**config.mk**
```make
export PLATFORM = sky130hd
export DESIGN_NAME = fetch_sequencer
export DESIGN_NICKNAME = d
export VERILOG_FILES = /design/src/rtl/fetch_pkg.sv /design/src/rtl/adder_4_pc.sv /design/src/rtl/sat_counter.sv /design/src/rtl/fetch_sequencer.sv
export SDC_FILE = /design/constraint.sdc
export NUM_CORES = 1
export LEC_CHECK = 0
export BUFFER_PORTS_ARGS = -buffer_cell sky130_fd_sc_hd__buf_2
export CAP_MARGIN = 5
export CELL_PAD_IN_SITES_DETAIL_PLACEMENT = 0
export CELL_PAD_IN_SITES_GLOBAL_PLACEMENT = 1
export CORE_UTILIZATION = 36
export CTS_BUF_LIST = sky130_fd_sc_hd__clkbuf_8 sky130_fd_sc_hd__clkbuf_16
export CTS_CLUSTER_DIAMETER = 50
export DETAILED_ROUTE_END_ITERATION = 12
export PLACE_DENSITY = 0.8
export SYNTH_ARGS = -nofsm -noshare
export SYNTH_HDL_FRONTEND = slang
export SYNTH_SLANG_ARGS = --single-unit
```
**constraint.sdc**
```tcl
create_clock -name clk -period 2.25 [get_ports clk]
set_input_delay 0.1125 -clock clk [delete_from_list [all_inputs] [get_ports clk]]
set_output_delay 0.1125 -clock clk [all_outputs]
set_load 0.005 [all_outputs]
```
**src/rtl/fetch_pkg.sv**
```systemverilog
// -----------------------------------------------------------------------------
// fetch_pkg
// Shared types and constants for the fetch-stage controller.
//   state_t     : fetch FSM encoding (RESET, FETCH, DRAIN)
//   INST_BYTES  : size of one instruction word in bytes
//   align_pc()  : clears the low address bits so a target is word aligned
// -----------------------------------------------------------------------------
package fetch_pkg;

  typedef enum logic [1:0] {
    RESET = 2'd0,
    FETCH = 2'd1,
    DRAIN = 2'd2
  } state_t;

  localparam int unsigned INST_BYTES = 4;

  // Redirect targets are architecturally word aligned; the low bits coming
  // from the target datapath are not trusted.
  function automatic logic [63:0] align_pc(input logic [63:0] addr);
    return addr & ~64'(INST_BYTES - 1);
  endfunction

endpackage

```
**src/rtl/adder_4_pc.sv**
```systemverilog
// -----------------------------------------------------------------------------
// adder_4_pc
// Sequential-address adder: pc_plus4 = pc + INST_BYTES, modulo 2^64.
// Also serves as the BL link value.
// Ports:
//   pc       in  64  current fetch address
//   pc_plus4 out 64  next sequential address (wraps at 2^64)
// -----------------------------------------------------------------------------
module adder_4_pc
  import fetch_pkg::*;
(
  input  logic [63:0] pc,
  output logic [63:0] pc_plus4
);

  assign pc_plus4 = pc + 64'(INST_BYTES);

endmodule

```
**src/rtl/sat_counter.sv**
```systemverilog
// -----------------------------------------------------------------------------
// sat_counter
// Saturating up-counter. Increments by one on each clock with inc high and
// holds at all-ones.
// Ports:
//   clk   in  1  rising-edge clock
//   rst   in  1  asynchronous active-low reset, clears count
//   inc   in  1  increment request for this cycle
//   count out W  current count
// -----------------------------------------------------------------------------
module sat_counter #(
  parameter int W = 32
) (
  input  logic         clk,
  input  logic         rst,
  input  logic         inc,
  output logic [W-1:0] count
);

  logic at_max;

  assign at_max = (count == {W{1'b1}});

  always_ff @(posedge clk or negedge rst) begin
    if (!rst) begin
      count <= '0;
    end else if (inc && !at_max) begin
      count <= count + W'(1);
    end
  end

endmodule

```
**src/rtl/fetch_sequencer.sv**
```systemverilog
// -----------------------------------------------------------------------------
// fetch_sequencer
// Fetch-stage controller. Owns the architectural PC and sequences instruction
// fetch, arbitrating between sequential fetch, ID-stage unconditional
// redirects and EX-stage redirects, honouring hazard stalls and the
// instruction-memory req/ready handshake, and producing pipeline flushes.
//
// Memory handshake: imem_req high means "the word at pc is requested".
// A request is complete in the cycle imem_ready is high; until then pc and
// imem_req are held stable. A redirect seen while a request is still
// outstanding parks its target in pend_target (DRAIN) and applies it once
// the outstanding word returns; that word is discarded.
//
// Ports:
//   clk          in  1      rising-edge clock
//   rst          in  1      asynchronous active-low reset
//   stall        in  1      hazard freeze; IF/ID cannot accept this cycle
//   imem_ready   in  1      memory returns the word at pc this cycle
//   id_br_valid  in  1      ID-stage taken unconditional branch
//   id_br_target in  64     ID redirect target
//   ex_br_valid  in  1      EX-stage taken redirect
//   ex_br_target in  64     EX redirect target
//   pc           out 64     current fetch address
//   pc_plus4     out 64     pc + 4 (combinational, BL link value)
//   imem_req     out 1      fetch request for pc
//   if_valid     out 1      write IF/ID this cycle
//   flush_ifid   out 1      squash IF/ID this cycle
//   flush_idex   out 1      squash ID/EX this cycle
//   redirect_cnt out CNT_W  accepted redirects, saturating
//   state        out 2      FSM state, for observation
// -----------------------------------------------------------------------------
module fetch_sequencer
  import fetch_pkg::*;
#(
  parameter logic [63:0] RESET_PC = 64'h0,
  parameter int          CNT_W    = 32
) (
  input  logic             clk,
  input  logic             rst,
  input  logic             stall,
  input  logic             imem_ready,
  input  logic             id_br_valid,
  input  logic [63:0]      id_br_target,
  input  logic             ex_br_valid,
  input  logic [63:0]      ex_br_target,
  output logic [63:0]      pc,
  output logic [63:0]      pc_plus4,
  output logic             imem_req,
  output logic             if_valid,
  output logic             flush_ifid,
  output logic             flush_idex,
  output logic [CNT_W-1:0] redirect_cnt,
  output state_t           state
);

  logic [63:0] pend_target;
  logic        in_fetch;
  logic        in_drain;
  logic        take_ex;
  logic        take_id;
  logic        redirect;
  logic [63:0] redir_target;

  adder_4_pc u_adder (
    .pc       (pc),
    .pc_plus4 (pc_plus4)
  );

  // ---------------------------------------------------------------------------
  // Redirect arbitration. EX is the older instruction and always wins.
  // An ID redirect seen in DRAIN comes from a slot that is already being
  // squashed, so it is not accepted there. Nothing is accepted in RESET.
  // ---------------------------------------------------------------------------
  always_comb begin
    in_fetch     = (state == FETCH);
    in_drain     = (state == DRAIN);
    take_ex      = ex_br_valid && (in_fetch || in_drain);
    take_id      = id_br_valid && !ex_br_valid && in_fetch;
    redirect     = take_ex || take_id;
    redir_target = ex_br_valid ? align_pc(ex_br_target) : align_pc(id_br_target);
  end

  // Both redirect sources kill the word in IF/ID; only EX also kills the
  // instruction already decoded into ID/EX.
  assign flush_ifid = redirect;
  assign flush_idex = take_ex;

  // A returned word is only usable on the sequential path with IF/ID free.
  assign if_valid = in_fetch && imem_ready && !ex_br_valid && !id_br_valid && !stall;

  // ---------------------------------------------------------------------------
  // Fetch FSM: owns pc, pend_target and the registered imem_req.
  // ---------------------------------------------------------------------------
  always_ff @(posedge clk or negedge rst) begin
    if (!rst) begin
      state       <= RESET;
      pc          <= RESET_PC;
      pend_target <= '0;
      imem_req    <= 1'b0;
    end else begin
      case (state)
        RESET: begin
          state    <= FETCH;
          imem_req <= 1'b1;
        end

        FETCH: begin
          imem_req <= 1'b1;
          if (redirect) begin
            if (imem_ready) begin
              // Request completes now; its wrong-path word is dropped.
              pc <= redir_target;
            end else begin
              // Request still outstanding: keep address stable until ready.
              pend_target <= redir_target;
              state       <= DRAIN;
            end
          end else if (!stall && imem_ready) begin
            pc <= pc_plus4;
          end
          // Under stall the returned word is discarded and pc is refetched.
        end

        DRAIN: begin
          imem_req <= 1'b1;
          if (imem_ready) begin
            // An EX redirect arriving with the completing ready supersedes
            // the parked target.
            pc    <= take_ex ? redir_target : pend_target;
            state <= FETCH;
          end else if (take_ex) begin
            pend_target <= redir_target;
          end
        end

        default: begin
          state    <= RESET;
          imem_req <= 1'b0;
        end
      endcase
    end
  end

  // Simultaneous EX and ID redirects are one accepted redirect.
  sat_counter #(
    .W (CNT_W)
  ) u_redirect_cnt (
    .clk   (clk),
    .rst   (rst),
    .inc   (redirect),
    .count (redirect_cnt)
  );

endmodule

```
==> results of run 1 <==
-- flip-flops by register name, indices dropped and copies added (netlist names) --
signal                cells
imem_req                  1
pc                       64
pend_target              64
state                     2
u_redirect_cnt.count     32
-- layer usage --
layer	vias to the layer above	global-route usage [%]	wire (µm)
met5	-	0	27
met4	4	9.143	1569
met3	113	5.548	4226
met2	681	45.23	23760
met1	6639	38.42	21600
li1	6104	-	-
-- critical path, delay by kind of cell (launching register included) --
family | cells | cell delay [ps]
flops | 1 | 390
buf+inv | 3 | 410
simple gates | 3 | 1180
xor+xnor | 1 | 150
-- path summary, 6_finish.rpt --
check / cells after the start / slack, ps / end / start
worst max-delay path: 7 / -450 / pc_plus4[27] / pc[8]$_DFFE_PN0P_
worst min-delay path: 3 / 40 / pend_target[17]$_DFFE_PN0P_ / ex_br_target[17]
worst max register to register: 13 / -80 / pc[38]$_DFFE_PN0P_ / pc[8]$_DFFE_PN0P_
worst min register to register: 1 / 490 / pend_target[0]$_DFFE_PN0P_ / pend_target[0]$_DFFE_PN0P_
max in group asynchronous: 3 / 1250 / pend_target[61]$_DFFE_PN0P_ / rst
min in group asynchronous: 2 / 150 / pend_target[21]$_DFFE_PN0P_ / rst
-- power breakdown --
part	internal, mW	switching (mW)	total (mW)
logic	7.33	8.78	16.1
registers	4.16	1.02	5.18
clock network	1.61	1.51	3.12
total	13.1	11.3	24.4
-- cells in the final DEF (no fill, tap or decap), types with 7 or more instances in the layout --
| cell type | count |
|---|---|
| buf_2 | 292 |
| buf_4 | 214 |
| dfrtp_1 | 162 |
| nand2_1 | 158 |
| nor2_1 | 115 |
| mux2_2 | 67 |
| nand4_1 | 66 |
| nand3_1 | 57 |
| buf_6 | 54 |
| a21oi_1 | 52 |
| mux2i_1 | 52 |
| xnor2_1 | 46 |
| o21ai_0 | 32 |
| o22ai_1 | 28 |
| clkbuf_16 | 25 |
| o21ai_1 | 24 |
| xor2_1 | 21 |
| buf_12 | 21 |
| o221ai_1 | 18 |
| a211oi_1 | 17 |
| xnor2_2 | 16 |
| nor3_1 | 16 |
| a31oi_1 | 16 |
| and3_1 | 15 |
| and4_1 | 14 |
| nor4_1 | 13 |
| inv_1 | 11 |
| nor4_4 | 10 |
| nand3_4 | 8 |
| nand3b_1 | 8 |
| o31ai_1 | 8 |
| o32a_1 | 8 |
| a21oi_2 | 7 |
| a21o_1 | 7 |
| o21a_1 | 7 |
-- layout make-up --
cell class                 count  area share, %
antenna                        4        0.05683
sequential                   163          23.16
timing repair buffer         595          24.92
inverter                      16         0.3694
tap                          435          3.090
clock buffer                  17          2.415
multi-input combinational   1077          44.88
clock inverter                15          1.108
-- Yosys cell counts (16+ instances only) --
cell type / instances
dfrtp_1: 163
o21ai_0: 33
a21oi_1: 59
nor4_1: 17
a211oi_1: 20
xnor2_1: 65
and4_1: 16
buf_1: 17
a31oi_1: 17
mux2_2: 67
buf_2: 19
nand2_1: 167
o22ai_1: 32
nor3_1: 23
nand4_1: 66
nor2_1: 124
xor2_1: 24
nand3_1: 70
and3_1: 16
o221ai_1: 18
o21ai_1: 25
clkbuf_1: 80
mux2i_1: 52
-- kinds of logic (layout without fill, tap and decap cells) --
| logic type | count (synthesis) | in the layout | share of synthesized area, % |
|---|---|---|---|
| AO/OA/AOI/OAI | 305 | 305 | 17.79 |
| XOR/XNOR | 89 | 89 | 6.662 |
| multiplexers | 120 | 120 | 10.99 |
| AND/OR/NAND/NOR | 557 | 557 | 24.41 |
| other | 0 | 4 | 0 |
| adder cells (fa/ha/maj) | 6 | 6 | 0.6416 |
| buffers and inverters | 135 | 643 | 4.631 |
| flip-flops | 163 | 163 | 34.86 |
-- per-stage QoR --
stage                     power (mW)  hold WS (ps)  instances
final                          24.41         35.90       2322
after global routing           25.60         58.22       2318
after CTS                      22.05         15.48       2249
after detailed placement       18.39         44.19       2168
after global placement         18.16         44.98       2168
after floorplan                12.48        -183.1       1375
-- timing repair --
item,4_1_cts,5_1_grt
cloned,1,9
hold buffers,2,0
resized for setup,92,120
endpoints found under the setup margin,70,133
buffers inserted,59,69
pin swaps,42,69
endpoints found under the hold margin,130,0
==> impl_results.md, run 1 <==
- Setup_tns: -13690 ps
- Detailed Routing Iterations Pass 1: 6
- #FFs+latches synth: 163
- Most used cell, CP: or4_4
- Syn nets: 1515
- Number of synthesized flops with an enable pin: 0
- Largest net degree at the start of global routing: 72
- Lkg Pwr: 8.087 nW
- Total grt overflow: 0
- Die height: 182.3 µm
- Cell accounting for the most synthesized area: dfrtp_1
- Netlist Area Pre-Place: 11700 µm²
- RSZ-0062 raised after global routing: yes
- CTS Buf Count: 17
- Final setup viols: 63
- Residual DRC: 0
- Initial Util: 36.79%
- Vias per inst: 5.832
- Crit Path Category: reg2out
- Final instance area: 17610 µm²
- First-pass GRT wire length: 72460 µm
- Post-Syn Instances: 1375
- Routability cong.: 0.9999
- Clock skew: 18.08 ps
- Post-DP HPWL: 34950 µm
- Max VDD drop: 0.7224 mV
- Mean routed wirelength per cell: 22.04 µm
- Failing checks: setup timing
- Nature of the critical path startpoint: flip-flop
- I/O Buffers: 295
- Least-Margin Pin Slew: 545.9 ps
- DRT antenna net count: 0
- Pre-CTS setup slack: -156.4 ps
- Clk_lat worst skew: 440 ps
- Hold Fails Final Rpt: 0
- Max Cap Viol: 0
- DIE WIDTH: 182.3 µm
- Share of post-route cells with drive strength above 1: 43.60%
- Tmin final: 2701 ps
- Worst setup margin: -450.5 ps
- Vias: 13541
- Placed cell areas: 14900 µm²
- Pwr/cell area: 1386 nW/µm²
- Largest stage delay, worst path: 590 ps
- Clock tree from TritonCTS: yes
- CTS Sinks: 163
- Register cell area after layout: 4080 µm²
- Post-route clock period utilization: 120.0%
- Max-slew violations: 0
- Starting DRC count in detailed routing: 1230
- Area fraction of the dominant cell type after synthesis: 34.86%
- Area of the core: 31800 µm²
- Nets: 2010
- CTS Root Cell: clkbuf_16
- Initial antenna violation count: 5
- CP Data Arrival Time: 2590 ps
- Achievable frequency: 0.3703 GHz
- Worst path cell trace: buf_6 -> nand3_4 -> or4_4 -> buf_8 -> or4_4 -> xnor2_2 -> buf_2
- Top_reg_cell synth: dfrtp_1
- Worst-path maximum fanout: 8
- Worst-path clk slew: 80 ps
- Hold WC Path Type: in2reg
- Footprint of the multi-input gates: 7905 µm²
- Fillers: 2854
- Vias in the first global route: 12355
- Status: complete, but fails checks
- H-tree depth: 4
- Area delta synth->final: 50.55%
- Overall global routing resource usage: 28.33%
- Required time of the worst setup path: 2140 ps
- Clock Tree Buf Depth: 2
- Final core occ: 55.39%
- Async S/R FF share, synth: 100.0%
- Synth area leaders: dfrtp_1 (35%), mux2_2 (6.4%), nand2_1 (5.4%)
- Syn Area/Cell: 8.509 µm²
- Cell row count: 65
- Ports: 300
- Die ar.: 33220 µm²
- Syn. warnings: 0
- Slew HR: 63.27%
- Number of library cell types mapped by synthesis: 74
- Critical-path top delay cell: or4_4
- Post-synthesis sequential area ratio: 34.86%
- Drt total wl: 51180 µm
- Worst setup EP type: output pin
No activity file was read; power rests on OpenSTA's default activity.
==> run 2: changes to the inputs <==
Settings changed: SYNTH_HIERARCHICAL set to 1.
==> run 2 against run 1 <==
  * Utilization decreased by 1.3 points
  * Clock power decreased by 2%
  * Critical path type unchanged
  * Synthesized area decreased by 4.5%
  * Final cell count decreased by 11%
  * Flip-flop and latch count unchanged
  * Global-route usage decreased by 2.8 points
  * The flow still finishes with violations (setup timing)
  * Setup slack improved by 57 ps
  * First-iteration DRC count decreased by 33%
  * Power decreased by 9.2%
  * Sequential power about the same
  * Sequential share of layout area increased by 1.5 points
==> impl_results.md, run 2 <==
- Cell accounting for the most synthesized area: dfrtp_1 (unchanged)
- Final core occ: 54.13% (was 55.39%)
- Post-synthesis sequential area ratio: 36.51% (was 34.86%)
- Total grt overflow: 0 (unchanged)
- Switching Fraction: 42.47% (was 46.34%)
- Syn nets: 1359 (was 1515)
- Crit-path leading delay family: simple AND/OR/NAND/NOR gates (unchanged)
- Synth Area in Adders: 0.7840% (was 0.6416%)
- Clock tree from TritonCTS: yes (unchanged)
- Synth Area in Compound Gates: 22.43% (was 17.79%)
- Most frequent cells in the layout: buf_2 (271), buf_4 (160), dfrtp_1 (157) (was buf_2 (292), buf_4 (214), dfrtp_1 (162))
- Syn. warnings: 6 (was 0)
- Vias in the first global route: 11428 (was 12355)
- Drt total wl: 41480 µm (was 51180 µm)
- Detailed Routing Iterations Pass 1: 5 (was 6)
- Mean routed wirelength per cell: 20.18 µm (was 22.04 µm)
- Post-Syn Instances: 1218 (was 1375)
- Lkg Pwr: 7.729 nW (was 8.087 nW)
- Initial antenna violation count: 5 (unchanged)
- Pre-CTS setup slack: -216.1 ps (was -156.4 ps)
- #FFs+latches synth: 163 (unchanged)
- Hold WC Path Type: in2reg (unchanged)
- Residual DRC: 0 (unchanged)
- Crit Path Category: reg2out (unchanged)
- CTS Sinks: 163 (unchanged)
- Worst setup EP type: output pin (unchanged)
- Critical-path top delay cell: dfrtp_1 (was or4_4)
- Worst-path maximum fanout: 7 (was 8)
- Least-Margin Pin Slew: 785.8 ps (was 545.9 ps)
- Slew HR: 47.61% (was 63.27%)
- Final instance area: 16560 µm² (was 17610 µm²)
- Most common cell after layout, fill and taps aside: buf_2 (unchanged)
- Post-DP HPWL: 26660 µm (was 34950 µm)
- Largest net degree at the start of global routing: 126 (was 72)
- Fillers: 2771 (was 2854)
- Multiplexer share of the synthesized area: 8.288% (was 10.99%)
- Final setup viols: 71 (was 63)
- Largest stage delay, worst path: 420 ps (was 590 ps)
- Netlist Area Pre-Place: 11170 µm² (was 11700 µm²)
- Max Cap Viol: 0 (unchanged)
- Routability cong.: 0.8652 (was 0.9999)
- CP Buf/Inv Count: 3 (unchanged)
- Overall global routing resource usage: 25.56% (was 28.33%)
- Max VDD drop: 0.8582 mV (was 0.7224 mV)
- Worst setup margin: -393.1 ps (was -450.5 ps)
- Synth Area in Simple Gates: 20.18% (was 24.41%)
- Number of synthesized flops with an enable pin: 0 (unchanged)
- RSZ-0062 raised after global routing: yes (unchanged)
- Initial Util: 36.52% (was 36.79%)
- Async S/R FF share, synth: 100.0% (unchanged)
- Nature of the critical path startpoint: flip-flop (unchanged)
- Nets: 1785 (was 2010)
- Xor and xnor area share after synthesis: 6.820% (was 6.662%)
- Clock Power Share: 13.9% (was 12.8%)
- Vias per inst: 5.738 (was 5.832)
- Worst path cell trace: nand4_1 -> nor4_1 -> nand4_1 -> buf_6 -> nor2_2 -> xor2_1 -> buf_4 -> buf_2 (was buf_6 -> nand3_4 -> or4_4 -> buf_8 -> or4_4 -> xnor2_2 -> buf_2)
- Hold Fails Final Rpt: 0 (unchanged)
- Required time of the worst setup path: 2140 ps (about the same)
- Tmin final: 2643 ps (was 2701 ps)
- Status: complete, but fails checks (unchanged)
- Vias: 11792 (was 13541)
- Pwr/cell area: 1339 nW/µm² (was 1386 nW/µm²)
- First-pass GRT wire length: 63270 µm (was 72460 µm)
- Starting DRC count in detailed routing: 820 (was 1230)
- Post-route clock period utilization: 117.5% (was 120.0%)
- Area fraction of the dominant cell type after synthesis: 36.51% (was 34.86%)
- Main combinational cell family by area after synthesis: compound AO/OA/AOI/OAI gates (was simple AND/OR/NAND/NOR gates)
- Area delta synth->final: 48.21% (was 50.55%)
- Most used cell, CP: nand4_1 (was or4_4)
- Cell row count: 64 (was 65)
- Top-count cell post-synth: dfrtp_1 (was nand2_1)
- Ports: 300 (unchanged)
- Max-slew violations: 0 (unchanged)
- Number of library cell types mapped by synthesis: 61 (was 74)
- Achievable frequency: 0.3783 GHz (was 0.3703 GHz)
- DIE WIDTH: 178.2 µm (was 182.3 µm)
- Die ar.: 31740 µm² (was 33220 µm²)
- I/O Buffers: 295 (unchanged)
- Area of the core: 30590 µm² (was 31800 µm²)
- Failing checks: setup timing (unchanged)
- Syn Area/Cell: 9.172 µm² (was 8.509 µm²)
- CTS Buf Count: 17 (unchanged)
- H-tree depth: 4 (unchanged)
- Top_reg_cell synth: dfrtp_1 (unchanged)
- Clk_lat worst skew: 430 ps (was 440 ps)
- Placed cell areas: 14130 µm² (was 14900 µm²)
- CTS Root Cell: clkbuf_16 (unchanged)
- CP Data Arrival Time: 2530 ps (was 2590 ps)
- Sw Pwr: 9.414 mW (was 11.31 mW)
- Share of post-route cells with drive strength above 1: 45.38% (was 43.60%)
- Clock skew: 21.40 ps (was 18.08 ps)
- Biggest regs: pc: 64 flops, pend_target: 64 flops, u_redirect_cnt/count: 32 flops (was pc: 64 flops, pend_target: 64 flops, u_redirect_cnt.count: 32 flops)
- Int Power: 12.75 mW (was 13.10 mW)
- Die height: 178.2 µm (was 182.3 µm)
- Logic pwr share: 62.8% (was 66.0%)
- Post-synth top cells: dfrtp_1 (163), nand2_1 (146), a2bb2oi_1 (62) (was nand2_1 (167), dfrtp_1 (163), nor2_1 (124))
- Sequential Power Share: 23.4% (was 21.2%)
- Synth area leaders: dfrtp_1 (37%), nand2_1 (4.9%), a2bb2oi_1 (4.9%) (was dfrtp_1 (35%), mux2_2 (6.4%), nand2_1 (5.4%))
- Clock Tree Buf Depth: 2 (unchanged)
- DRT antenna net count: 0 (unchanged)
- Worst-path clk slew: 80 ps (about the same)
run 2: changes by cell type after synthesis, moves of 20 or more:
cell / change
a211oi_1: -20
a2bb2oi_1: +59
buf_2: +25
clkbuf_1: -34
mux2_2: -23
nand2_1: -21
nand3_1: -33
nand4_1: -33
nor2_1: -87
nor2b_1: +23
o21ai_1: -25
o22a_1: +38
o31ai_1: +33
o32ai_1: +20
run 2: path summary, 6_finish.rpt:
check / from / to / slack [ps] / cells after the start
worst max-delay path: pc[28]$_DFFE_PN0P_ / pc_plus4[55] / -390 / 8
worst min-delay path: ex_br_target[51] / pend_target[51]$_DFFE_PN0P_ / 20 / 3
worst max register to register: pc[28]$_DFFE_PN0P_ / pc[55]$_DFFE_PN0P_ / -170 / 9
worst min register to register: u_redirect_cnt/count[15]$_DFFE_PN0P_ / u_redirect_cnt/count[15]$_DFFE_PN0P_ / 510 / 1
max in group asynchronous: rst / pend_target[57]$_DFFE_PN0P_ / 1210 / 3
min in group asynchronous: rst / pend_target[35]$_DFFE_PN0P_ / 290 / 2
run 2: kinds of logic after synthesis:
kind of cell / count (synthesis)
AND/OR/NAND/NOR: 421
AO/OA/AOI/OAI: 334
flip-flops: 163
buffers and inverters: 119
XOR/XNOR: 87
multiplexers: 87
adder cells (fa/ha/maj): 7
run 2: layout make-up:
type / instances / area, µm² / area share, %
Tap cell: 396 / 495.5 / 2.992
Antenna cell: 2 / 5.005 / 0.03023
Multi-Input combinational cell: 936 / 7637 / 46.12
Clock inverter: 15 / 180.2 / 1.088
Sequential cell: 163 / 4086 / 24.68
Inverter: 15 / 58.81 / 0.3551
Clock buffer: 17 / 425.4 / 2.569
Timing Repair Buffer: 511 / 3670 / 22.16
run 2: worst reg2reg max path: cells and delay by family, from the launching register on:
kind,cells,cell delay [ps]
AO/OA/AOI/OAI,1,260
XOR/XNOR,1,190
flip-flops,1,420
buffers and inverters,2,370
AND/OR/NAND/NOR,5,1070
run 2: routing by layer:
layer	wire length, µm	part of all wire [%]	track usage (%)	vias to the layer above
met5	49	0.12	0	-
met4	1116	2.7	9.473	6
met3	2519	6.1	4.838	81
met2	20370	49	42.02	466
met1	17430	42	33.17	5799
li1	-	-	-	5440
run 2: power groups by stage:
stage	Combinational [mW]	Sequential, mW	Clock [mW]
6_report	13.9	5.18	3.07
5_1_grt	15.0	5.31	3.29
4_1_cts	12.8	5.11	3.12
3_5_place_dp	11.8	5.12	0
3_3_place_gp	11.6	5.08	0
2_1_floorplan	6.56	5.30	0
run 2: repair_timing:
action / in CTS / in global routing
gates resized for setup: 142 / 131
pin swaps: 80 / 77
setup buffers: 52 / 32
hold buffers: 1 / 0
endpoints found under the setup margin: 103 / 110
gates cloned: 1 / 1
endpoints found under the hold margin: 71 / 0
run 2: per-stage QoR:
step	power, mW	setup TNS (ps)	hold slack [ps]	std cells
after global placement	16.66	-2512	208.8	1965
after floorplan	11.86	-141.1	-183.1	1218
after CTS	21.04	-8463	9.191	2035
final	22.17	-11260	24.37	2055
after global routing	23.55	-19870	25.06	2055
after detailed placement	16.89	-5106	212.2	1965
==> run 3: changes to the inputs <==
Settings changed: CELL_PAD_IN_SITES_DETAIL_PLACEMENT 0 to unset, CELL_PAD_IN_SITES_GLOBAL_PLACEMENT 1 to unset, CORE_UTILIZATION 36 to 40, PLACE_DENSITY 0.8 to 0.74.
==> run 3 against run 2 <==
  * The flow still finishes with violations (setup timing)
  * Highest routed layer is now met4
  * Combinational power increased by 4%
  * Non-clock buffer count increased by 9
  * Critical path type unchanged
  * Routed wire length up 6.0%
  * Worst hold slack improved by 6.6 ps
  * Fmax down 1.5%
==> impl_results.md, run 3 (synthesis results as in run 2) <==
- Status: complete, but fails checks (unchanged)
- Failing checks: setup timing (unchanged)
- CP Data Arrival Time: 2570 ps (was 2530 ps)
- Most frequent cells in the layout: buf_2 (269), buf_4 (167), dfrtp_1 (157) (was buf_2 (271), buf_4 (160), dfrtp_1 (157))
- Cell row count: 60 (was 64)
- First-pass GRT wire length: 62010 µm (was 63270 µm)
- Vias: 12483 (was 11792)
- RSZ-0062 raised after global routing: yes (unchanged)
- Hold WC Path Type: in2reg (unchanged)
- Area delta synth->final: 49.87% (was 48.21%)
- Worst-path clk slew: 70 ps (was 80 ps)
- Detailed Routing Iterations Pass 1: 8 (was 5)
- Final setup viols: 79 (was 71)
- Lkg Pwr: 7.817 nW (was 7.729 nW)
- Initial antenna violation count: 4 (was 5)
- Residual DRC: 0 (unchanged)
- Worst-path maximum fanout: 7 (unchanged)
- Area of the core: 27180 µm² (was 30590 µm²)
- Clock tree from TritonCTS: yes (unchanged)
- Vias per inst: 6.113 (was 5.738)
- Achievable frequency: 0.3727 GHz (was 0.3783 GHz)
- Nature of the critical path startpoint: flip-flop (unchanged)
- Pwr/cell area: 1362 nW/µm² (was 1339 nW/µm²)
- CTS Sinks: 163 (unchanged)
- Biggest regs: pc: 64 flops, pend_target: 64 flops, u_redirect_cnt/count: 32 flops (unchanged)
- H-tree depth: 4 (unchanged)
- Crit Path Category: reg2out (unchanged)
- CTS Root Cell: clkbuf_16 (unchanged)
- Worst path cell trace: nand4_4 -> buf_6 -> nor4_4 -> nand4_1 -> buf_6 -> nor2_4 -> xor2_2 -> buf_4 -> buf_6 (was nand4_1 -> nor4_1 -> nand4_1 -> buf_6 -> nor2_2 -> xor2_1 -> buf_4 -> buf_2)
- CTS Buf Count: 17 (unchanged)
- Post-DP HPWL: 26190 µm (was 26660 µm)
- Clk_lat worst skew: 440 ps (was 430 ps)
- Worst setup margin: -433.0 ps (was -393.1 ps)
- Crit-path leading delay family: simple AND/OR/NAND/NOR gates (unchanged)
- Max Cap Viol: 0 (unchanged)
- Slew HR: 45.90% (was 47.61%)
- Die ar.: 28600 µm² (was 31740 µm²)
- Ports: 300 (unchanged)
- I/O Buffers: 295 (unchanged)
- Critical-path top delay cell: nor4_4 (was dfrtp_1)
- Final core occ: 61.61% (was 54.13%)
- Max-slew violations: 0 (unchanged)
- Total grt overflow: 0 (unchanged)
- DRT antenna net count: 0 (unchanged)
- Starting DRC count in detailed routing: 1009 (was 820)
- Largest stage delay, worst path: 440 ps (was 420 ps)
- Most used cell, CP: buf_6 (was nand4_1)
- Share of post-route cells with drive strength above 1: 46.16% (was 45.38%)
- Nets: 1794 (was 1785)
- Overall global routing resource usage: 27.43% (was 25.56%)
- Least-Margin Pin Slew: 811.5 ps (was 785.8 ps)
- Drt total wl: 43970 µm (was 41480 µm)
- Required time of the worst setup path: 2140 ps (about the same)
- DIE WIDTH: 169.1 µm (was 178.2 µm)
- Die height: 169.1 µm (was 178.2 µm)
- Tmin final: 2683 ps (was 2643 ps)
- Vias in the first global route: 11629 (was 11428)
- Worst setup EP type: output pin (unchanged)
- Most common cell after layout, fill and taps aside: buf_2 (unchanged)
- Hold Fails Final Rpt: 0 (unchanged)
- Post-route clock period utilization: 119.2% (was 117.5%)
- CP Buf/Inv Count: 4 (was 3)
- Largest net degree at the start of global routing: 94 (was 126)
- Max VDD drop: 0.6767 mV (was 0.8582 mV)
- Mean routed wirelength per cell: 21.53 µm (was 20.18 µm)
- Setup_tns: -15700 ps (was -11260 ps)
- Clock skew: 20.37 ps (was 21.40 ps)
- Initial Util: 41.11% (was 36.52%)
- Clock Tree Buf Depth: 2 (unchanged)
- Routability cong.: 0.8862 (was 0.8652)
==> run 3: repair_timing <==
item,4_1_cts,5_1_grt
pin swaps,74,100
cloned,0,8
endpoints found under the hold margin,82,0
gates resized for setup,156,132
setup endpoints to repair,91,112
buffers inserted,49,40
hold buffers,1,0
==> run 3: final cells by class <==
cell class / count / area [µm²]
Sequential cell: 163 / 4086
Clock inverter: 15 / 193.9
Timing Repair Buffer: 520 / 3790
Inverter: 15 / 61.31
Antenna cell: 4 / 10.01
Multi-Input combinational cell: 936 / 7711
Clock buffer: 17 / 425.4
Fill cell: 2134 / 10430
Tap cell: 372 / 465.4
==> run 3: power breakdown <==
group / leakage (nW) / internal, mW / switching [mW]
Sequential: 1.98 / 4.19 / 1.01
Combinational: 5.55 / 7.11 / 7.32
Clock: 0.292 / 1.78 / 1.39
==> run 3: per-layer routing <==
| layer | track usage, % | share of wire, % | vias up |
|---|---|---|---|
| met1 | 34.58 | 40 | 6084 |
| met4 | 14.06 | 4.7 | 0 |
| li1 | - | - | 5460 |
| met3 | 5.471 | 8.5 | 154 |
| met5 | 0 | 0 | - |
| met2 | 44.55 | 47 | 785 |
==> run 3: final timing paths <==
kind,from,endpoint,slack [ps],cells past startpoint
setup / recovery,pc[9]$_DFFE_PN0P_,pc_plus4[59],-430,9
hold reg to reg,u_redirect_cnt/count[15]$_DFFE_PN0P_,u_redirect_cnt/count[15]$_DFFE_PN0P_,510,1
setup reg to reg,pc[2]$_DFFE_PN0P_,pc[47]$_DFFE_PN0P_,-250,10
hold / removal,ex_br_target[54],pend_target[54]$_DFFE_PN0P_,30,3
max in group asynchronous,rst,pend_target[50]$_DFFE_PN0P_,1290,3
min in group asynchronous,rst,pc[34]$_DFFE_PN0P_,130,2
==> run 3: stage by stage <==
stage	setup WS, ps	std cells	hold WS (ps)	total power [mW]	instance area (µm²)
after global routing	-497.9	2039	25.08	23.92	16740
after floorplan	-56.08	1218	-183.1	11.86	11230
after global placement	-107.3	1936	31.23	16.33	14060
after CTS	-321.3	2006	17.22	20.91	15750
after detailed placement	-197.9	1936	33.18	16.62	14060
final	-433.0	2042	30.97	22.81	16740
==> run 3: worst min-delay path: cells and delay by family <==
family          cells  cell delay [ps]
compound gates      2              190
buf+inv             1              110
